<file path="src/rtl/booth_sequencer.sv">
// booth_sequencer: sequential radix-2 Booth multiplier with a start/busy/done
// controller. One recode/shift step is taken per step_en tick while in STEP.
// step_en held high gives one step per clock.
module booth_sequencer #(
    parameter int WIDTH = 8
) (
    input  logic                       clk,
    input  logic                       reset,
    input  logic                       step_en,
    input  logic                       start,
    input  logic [WIDTH-1:0]           multiplicand,
    input  logic [WIDTH-1:0]           multiplier,
    output logic                       busy,
    output logic                       done,
    output logic [2*WIDTH-1:0]         product,
    output logic [$clog2(WIDTH+1)-1:0] step_count
);
    localparam int CW = $clog2(WIDTH+1);

    typedef enum logic [1:0] {
        IDLE = 2'd0,
        STEP = 2'd1,
        DONE = 2'd2
    } state_t;

    state_t state, state_next;

    logic [WIDTH-1:0] m_reg;
    logic [WIDTH:0]   a_reg;
    logic [WIDTH-1:0] q_reg;
    logic             q_1;

    logic [WIDTH:0]   m_ext;
    logic [WIDTH:0]   a_sum;
    logic [WIDTH:0]   a_shift;
    logic [WIDTH-1:0] q_shift;
    logic             last_step;

    // M sign-extended to WIDTH+1 bits so the most negative M cannot overflow A
    assign m_ext     = {m_reg[WIDTH-1], m_reg};
    assign last_step = (step_count == CW'(WIDTH-1));

    assign busy = (state == STEP);
    assign done = (state == DONE);

    // State register
    always_ff @(posedge clk) begin
        if (reset) state <= IDLE;
        else       state <= state_next;
    end

    // Next-state logic: DONE always lasts exactly one cycle
    always_comb begin
        state_next = state;
        case (state)
            IDLE:    if (start) state_next = STEP;
            STEP:    if (step_en && last_step) state_next = DONE;
            DONE:    state_next = IDLE;
            default: state_next = IDLE;
        endcase
    end

    // Booth recode of {Q[0],q_1}, then arithmetic shift of {A,Q,q_1}
    always_comb begin
        a_sum = a_reg;
        case ({q_reg[0], q_1})
            2'b10:   a_sum = a_reg - m_ext;
            2'b01:   a_sum = a_reg + m_ext;
            default: a_sum = a_reg;
        endcase
        a_shift = {a_sum[WIDTH], a_sum[WIDTH:1]};
        q_shift = {a_sum[0], q_reg[WIDTH-1:1]};
    end

    // Datapath: operand load on accepted start, one step per tick, product on last step
    always_ff @(posedge clk) begin
        if (reset) begin
            m_reg      <= '0;
            a_reg      <= '0;
            q_reg      <= '0;
            q_1        <= 1'b0;
            step_count <= '0;
            product    <= '0;
        end else begin
            case (state)
                IDLE: begin
                    if (start) begin
                        m_reg      <= multiplicand;
                        a_reg      <= '0;
                        q_reg      <= multiplier;
                        q_1        <= 1'b0;
                        step_count <= '0;
                    end
                end
                STEP: begin
                    if (step_en) begin
                        a_reg      <= a_shift;
                        q_reg      <= q_shift;
                        q_1        <= q_reg[0];
                        step_count <= step_count + CW'(1);
                        if (last_step) product <= {a_shift[WIDTH-1:0], q_shift};
                    end
                end
                default: ;
            endcase
        end
    end

endmodule

</file>
<file path="config.mk">
export PLATFORM = sky130hd
export DESIGN_NAME = booth_sequencer
export DESIGN_NICKNAME = d
export VERILOG_FILES = /design/src/rtl/booth_sequencer.sv
export SDC_FILE = /design/constraint.sdc
export NUM_CORES = 1
export LEC_CHECK = 0
export CAP_MARGIN = 20
export CELL_PAD_IN_SITES_DETAIL_PLACEMENT = 1
export CELL_PAD_IN_SITES_GLOBAL_PLACEMENT = 1
export CORE_MARGIN = 4
export CORE_UTILIZATION = 43
export CTS_BUF_LIST = sky130_fd_sc_hd__clkbuf_4 sky130_fd_sc_hd__clkbuf_8
export DETAILED_ROUTE_END_ITERATION = 7
export PLACE_DENSITY = 0.89
export SETUP_SLACK_MARGIN = 0.5
export SYNTH_ARGS = -nofsm -noshare
export SYNTH_HDL_FRONTEND = slang
export SYNTH_SLANG_ARGS = --single-unit
</file>
<file path="constraint.sdc">
create_clock -name clk -period 7.26 [get_ports clk]
set_input_delay 1.452 -clock clk [delete_from_list [all_inputs] [get_ports clk]]
set_output_delay 1.452 -clock clk [all_outputs]
set_load 0.005 [all_outputs]
</file>
==> reports/metrics.csv, run 1 <==
metric,value,unit
slew at the pin closest to its max-slew limit,0.551,ns
Max-Cap Viols,0,
portion of the post-synthesis area used by sequential elements,39.6,%
clock slew seen by the registers of the worst setup and hold paths,0.10,ns
count of final max-slew check failures,0,
Final Instance Count excl. Fillers,403,
clk_lat worst skew,0.31,ns
fmax,282,MHz
total routing resource utilization after global routing,22.2,%
CTS tree,built,
setup-violating endpoint count in the final report,0,
clock tree skew after final layout,0.00369,ns
leakage component of the power,1.12,nW
max_slew headroom,63.1,%
floorplan die height,82.4,um
final period utilization,48.8,%
utilization after layout,55.7,%
overall die area,6780,um2
"delay-heaviest family, CP",buffers and inverters,
CP max stage delay,0.55,ns
Detailed Place HPWL,4880,um
cell-by-cell listing of the critical path,"nand2b_1, clkinv_1, clkdlybuf4s50_1",
outcome,"finished, final reports clean",
worst-path maximum fanout,11,
Post-CTS Setup Inserts,0,
count of nets left with antenna violations after detail routing,0,
overflow left after global routing,0,
max FFs per register,16,
async set-reset flop share out of synthesis,0,%
clk sinks,47,
synthesized netlist net count,329,
floorplan core area,5240,um2
number of remaining DRC errors,0,
class of the tightest hold or removal check,register to register,
Inserted Clock Buffers,5,
buffer type at the clock tree root,clkbuf_8,
fill count,665,
count of flip-flops with a built-in enable after synthesis,0,
pin count of the biggest net entering global routing,44,
global-route wire length before repair,11600,um
Post-CTS Hold Buffers,0,
most frequently used flop master after synthesis,dfxtp_1,
number of global-route vias before repair,2523,
"Most flops, register",product,
die width,82.4,um
warnings from Yosys,0,
Total Nets Final,364,
setup repair after global routing missed its margin,no,
number of buffer and inverter stages on the critical path,2,
antenna cell count,0,
number of iterations in the first detailed-routing pass,4,
number of instances in the synthesized netlist,297,
routed wire length per instance,17.1,um
Netlist Area Pre-Place,2380,um2
top-level I/O count,42,
layout overhead on the synthesized area,22.8,%
total via count after detailed routing,2308,
number of antenna violations at the first check in global routing,0,
maximum ir drop on the vdd rail,108,uV
cell count after placement,394,
PwrDens,198,nW/um2
per-instance average area after synthesis,8.00,um2
kind of end point of the critical path,output port,
shortest clock period the worst path allows after layout,3.54,ns
crit start category,register,
startpoint-to-endpoint class of the critical path,register to output port,
number of design-rule violations left by the first detailed-router iteration,138,
Cell variety after synth,49,
number of levels in the clock H-tree,2,
share of post-route cells with drive strength above 1,5.41,%
required time reported for the critical path endpoint,5.81,ns
final setup TNS,0,ns
final-report hold violation count,0,
buffer depth of the longest clock path,2,
IO buf count,41,
data arrival time of the critical path,2.09,ns
final weighted congestion in routability-driven placement,0.891,
number of vias per cell after detailed routing,5.73,
number of placement rows,26,
placement-stage cell area,2820,um2
final WL,6870,um
Crit-path slowest cell,clkdlybuf4s50_1,
synthesis-stage register bit count,47,
post-cts resize count,0,
starting utilization of the core area,45.4,%
final non-filler cell area,2920,um2
-- per-layer routing --
layer / part of all wire, % / GRT usage, % / up-vias / wire length [um]
met3: 3.5 / 3.58 / 10 / 242
met4: 1.3 / 7.64 / 0 / 89
li1: - / - / 1113 / -
met1: 45 / 28.6 / 1128 / 3120
met5: 0 / 0 / - / 0
met2: 50 / 37.3 / 57 / 3420
-- final timing paths --
check                                start  slack, ns  cells past startpoint         end
worst max-delay path              state[1]       3.72                      3        busy
worst min register to register  product[4]       0.46                      2  product[4]
worst min-delay path            product[4]       0.46                      2  product[4]
worst max register to register    m_reg[0]       4.31                     10    a_reg[7]
-- layout make-up --
| type | instances | area [um2] | share of cell area, % |
|---|---|---|---|
| flip-flops and latches | 47 | 941 | 32.2 |
| clock inverters | 2 | 13.8 | 0.471 |
| clock buffers | 6 | 82.6 | 2.83 |
| inverters | 7 | 26.3 | 0.900 |
| well taps | 70 | 87.6 | 3.00 |
| repair buffers | 44 | 433 | 14.8 |
| multi-input cells | 227 | 1340 | 45.7 |
-- placed cells by master, fill, tap and decap left out, types with 2 or more instances in the layout --
master | Yosys | layout
a21oi_1 | 29 | 29
nor2_1 | 34 | 34
nand2b_1 | 2 | 2
nor3_1 | 8 | 8
a31oi_1 | 2 | 2
clkbuf_8 | 0 | 6
nand2_1 | 60 | 60
xor2_1 | 10 | 10
o21a_1 | 2 | 2
clkdlybuf4s50_1 | 0 | 41
nor3b_1 | 2 | 2
o21ai_0 | 10 | 10
nand4_1 | 2 | 2
o211ai_1 | 4 | 4
a211oi_1 | 8 | 8
buf_4 | 1 | 3
a21o_1 | 3 | 3
a311oi_1 | 7 | 7
ha_1 | 11 | 11
mux2i_1 | 2 | 2
inv_1 | 6 | 6
dfxtp_1 | 47 | 47
nand3_1 | 5 | 5
a22oi_1 | 3 | 3
-- cell families (layout without fill, tap and decap cells) --
kind of cell    count (synthesis)  after routing  share of synthesized area, %
simple gates                  123            123                          22.5
compound gates                 78             78                          21.6
flops                          47             47                          39.6
buf+inv                        23             59                          4.26
fa+ha+maj                      12             12                          6.63
xor+xnor                       11             11                          4.05
mux                             3              3                          1.32
-- synthesized netlist by cell type, drive strengths merged (2+ instances only) --
cell type / instances / area [um2]
a211oi: 8 / 60.1
a21o: 3 / 22.5
a21oi: 30 / 154
a22oi: 3 / 22.5
a311oi: 7 / 61.3
a31oi: 2 / 12.5
buf: 5 / 33.8
clkbuf: 11 / 41.3
dfxtp: 47 / 941
ha: 11 / 138
inv: 6 / 22.5
mux2i: 2 / 20.0
nand2: 60 / 225
nand2b: 2 / 12.5
nand3: 5 / 25.0
nand4: 2 / 12.5
nor2: 34 / 128
nor3: 8 / 40.0
nor3b: 2 / 15.0
o211ai: 4 / 30.0
o21a: 2 / 15.0
o21ai: 10 / 50.1
or4: 2 / 18.8
xor2: 10 / 87.6
-- power breakdown --
| part | total [mW] | switching, mW | leakage, nW | internal (mW) |
|---|---|---|---|---|
| Sequential | 0.280 | 0.0121 | 0.382 | 0.268 |
| Clock | 0.176 | 0.0980 | 0.0516 | 0.0782 |
| Combinational | 0.122 | 0.0712 | 0.685 | 0.0505 |
| Total | 0.578 | 0.181 | 1.12 | 0.397 |
-- worst min-delay path: cells and delay by family, from the launching register on --
kind               cells  cell delay (ns)
AOI/OAI and AO/OA      1             0.05
and+or+nand+nor        1             0.05
DFF                    1             0.32
-- per-stage QoR --
stage               setup WS (ns)  hold WS [ns]  total power, mW
floorplan                    4.60         0.445            0.368
global placement             3.91         0.445            0.401
detailed placement           3.78         0.452            0.406
CTS                          3.72         0.466            0.579
global route                 3.58         0.480            0.609
finish                       3.72         0.463            0.578
No activity file was read; power rests on OpenSTA's default activity.
==> inputs of run 2 (changes only) <==
--- a/config.mk
+++ b/config.mk
@@ -9,10 +9,10 @@
 export CELL_PAD_IN_SITES_DETAIL_PLACEMENT = 1
 export CELL_PAD_IN_SITES_GLOBAL_PLACEMENT = 1
 export CORE_MARGIN = 4
-export CORE_UTILIZATION = 43
+export CORE_UTILIZATION = 36
 export CTS_BUF_LIST = sky130_fd_sc_hd__clkbuf_4 sky130_fd_sc_hd__clkbuf_8
 export DETAILED_ROUTE_END_ITERATION = 7
-export PLACE_DENSITY = 0.89
+export PLACE_DENSITY = 0.8
 export SETUP_SLACK_MARGIN = 0.5
 export SYNTH_ARGS = -nofsm -noshare
 export SYNTH_HDL_FRONTEND = slang
==> constraint.sdc (replaced) <==
create_clock -name clk -period 2.9 [get_ports clk]
set_input_delay 0.58 -clock clk [delete_from_list [all_inputs] [get_ports clk]]
set_output_delay 0.58 -clock clk [all_outputs]
set_load 0.005 [all_outputs]
==> run 2 against run 1 <==
  * Die area up 17%
  * Global-route usage down 4.0 points
  * Cell area up 9.2%
  * Clock skew up 0.012 ns
  * Flip-flop and latch count unchanged
  * Critical path type is now register to register
  * Critical endpoint is now a_reg[7]
  * Highest routed layer unchanged
==> reports/metrics.csv, run 2 (synthesized netlist as in run 1, its figures left out) <==
metric,value,unit
shortest clock period the worst path allows after layout,2.71,ns
floorplan die height,89.3,um
outcome,"finished, final reports clean",
worst-path maximum fanout,4,
fill count,768,
leakage component of the power,1.22,nW
FF-to-FF Start,m_reg[0],
launch point of the worst path,m_reg[0],
PwrDens,482,nW/um2
number of global-route vias before repair,2341,
clock tree skew after final layout,0.0159,ns
data arrival time of the critical path,2.93,ns
pin count of the biggest net entering global routing,43,
buffer type at the clock tree root,clkbuf_8,
R2R setup slack,0.19,ns
final weighted congestion in routability-driven placement,0.810,
Inserted Clock Buffers,5,
global-route wire length before repair,11300,um
floorplan core area,6390,um2
share of post-route cells with drive strength above 1,16.4,%
max FFs per register,16,
max_slew headroom,64.5,%
top-level I/O count,42,
CTS tree,built,
number of levels in the clock H-tree,2,
clock slew seen by the registers of the worst setup and hold paths,0.09,ns
clk_lat worst skew,0.31,ns
maximum ir drop on the vdd rail,220,uV
number of vias per cell after detailed routing,5.45,
smallest setup slack after layout,0.188,ns
starting utilization of the core area,37.2,%
clk sinks,47,
final period utilization,93.5,%
Final Total Pwr,1.54,mW
required time reported for the critical path endpoint,3.11,ns
setup slack after placement,0.121,ns
startpoint-to-endpoint class of the critical path,register to register,
"Most flops, register",product,
Total Nets Final,380,
utilization after layout,49.9,%
IO buf count,41,
number of iterations in the first detailed-routing pass,5,
slew at the pin closest to its max-slew limit,0.532,ns
final-report hold violation count,0,
end of the worst register-to-register path,a_reg[7],
number of placement rows,29,
Post-CTS Hold Buffers,0,
final setup TNS,0,ns
overflow left after global routing,0,
total via count after detailed routing,2315,
Detailed Place HPWL,4810,um
setup-violating endpoint count in the final report,0,
antenna cell count,0,
number of antenna violations at the first check in global routing,0,
kind of end point of the critical path,register,
Max-Cap Viols,0,
"leading cell type in the layout, fill and taps excluded",nand2_1,
class of the tightest hold or removal check,register to register,
count of final max-slew check failures,0,
crit start category,register,
end point of the critical path,a_reg[7],
layout overhead on the synthesized area,34.1,%
fmax,369,MHz
buffer depth of the longest clock path,2,
setup repair after global routing missed its margin,yes,
routed wire length per instance,16.3,um
overall die area,7970,um2
die width,89.3,um
"commonest cells after routing, fill and taps aside","nand2_1, dfxtp_1, clkdlybuf4s50_1",
number of remaining DRC errors,0,
final WL,6920,um
count of nets left with antenna violations after detail routing,0,
total routing resource utilization after global routing,18.2,%
number of design-rule violations left by the first detailed-router iteration,98,
worst r2r path cells,10,
## run 2: where the power goes
part	internal (mW)	switching (mW)	leakage, nW
Clock	0.192	0.227	0.0477
Combinational	0.198	0.218	0.785
Sequential	0.671	0.0303	0.384
Total	1.06	0.475	1.22
## run 2: cell type report
cell class	instances	area (um2)	area share, %
tap	77	96.3	3.02
sequential	47	947	29.7
timing repair buffer	60	557	17.5
clock inverter	1	8.76	0.275
multi-input combinational	227	1470	46.1
inverter	7	26.3	0.824
clock buffer	6	82.6	2.59
## run 2: per-layer routing
metal | vias up | track usage, % | wire (um)
met5 | - | 0 | 0
met2 | 31 | 33.2 | 3670
met4 | 0 | 4.06 | 42
met3 | 5 | 3.04 | 171
li1 | 1152 | - | -
met1 | 1127 | 22.3 | 3030
## run 2: worst max-delay path, stage by stage (launching register included)
cell	delay [ns]
dfxtp_4	0.37
or4_4	0.53
nor2_4	0.12
a21oi_2	0.07
xor2_1	0.16
ha_1	0.35
a21oi_2	0.15
o21ai_1	0.11
or4_4	0.46
a41oi_2	0.14
o21ba_2	0.17
## run 2: repair_timing
action                     4_1_cts  5_1_grt
pin swaps                       14       11
setup endpoints to repair       10       10
gates resized for setup         12       24
buffers inserted                 3        6
## run 2: per-stage QoR
| stage | hold WS [ns] | cell area [um2] | instances |
|---|---|---|---|
| floorplan | 0.445 | 2380 | 297 |
| global placement | 0.447 | 2890 | 409 |
| detailed placement | 0.450 | 2890 | 409 |
| CTS | 0.463 | 3040 | 419 |
| global route | 0.479 | 3190 | 425 |
| finish | 0.458 | 3190 | 425 |
## run 2: worst min path at each step
stage / startpoint / endpoint / slack, ns / cells after the start
floorplan: q_reg[7] / product[6] / 0.44 / 2
global placement: product[5] / product[5] / 0.45 / 2
detailed placement: product[2] / product[2] / 0.45 / 2
CTS: product[2] / product[2] / 0.46 / 2
global route: product[2] / product[2] / 0.48 / 2
finish: product[2] / product[2] / 0.46 / 2
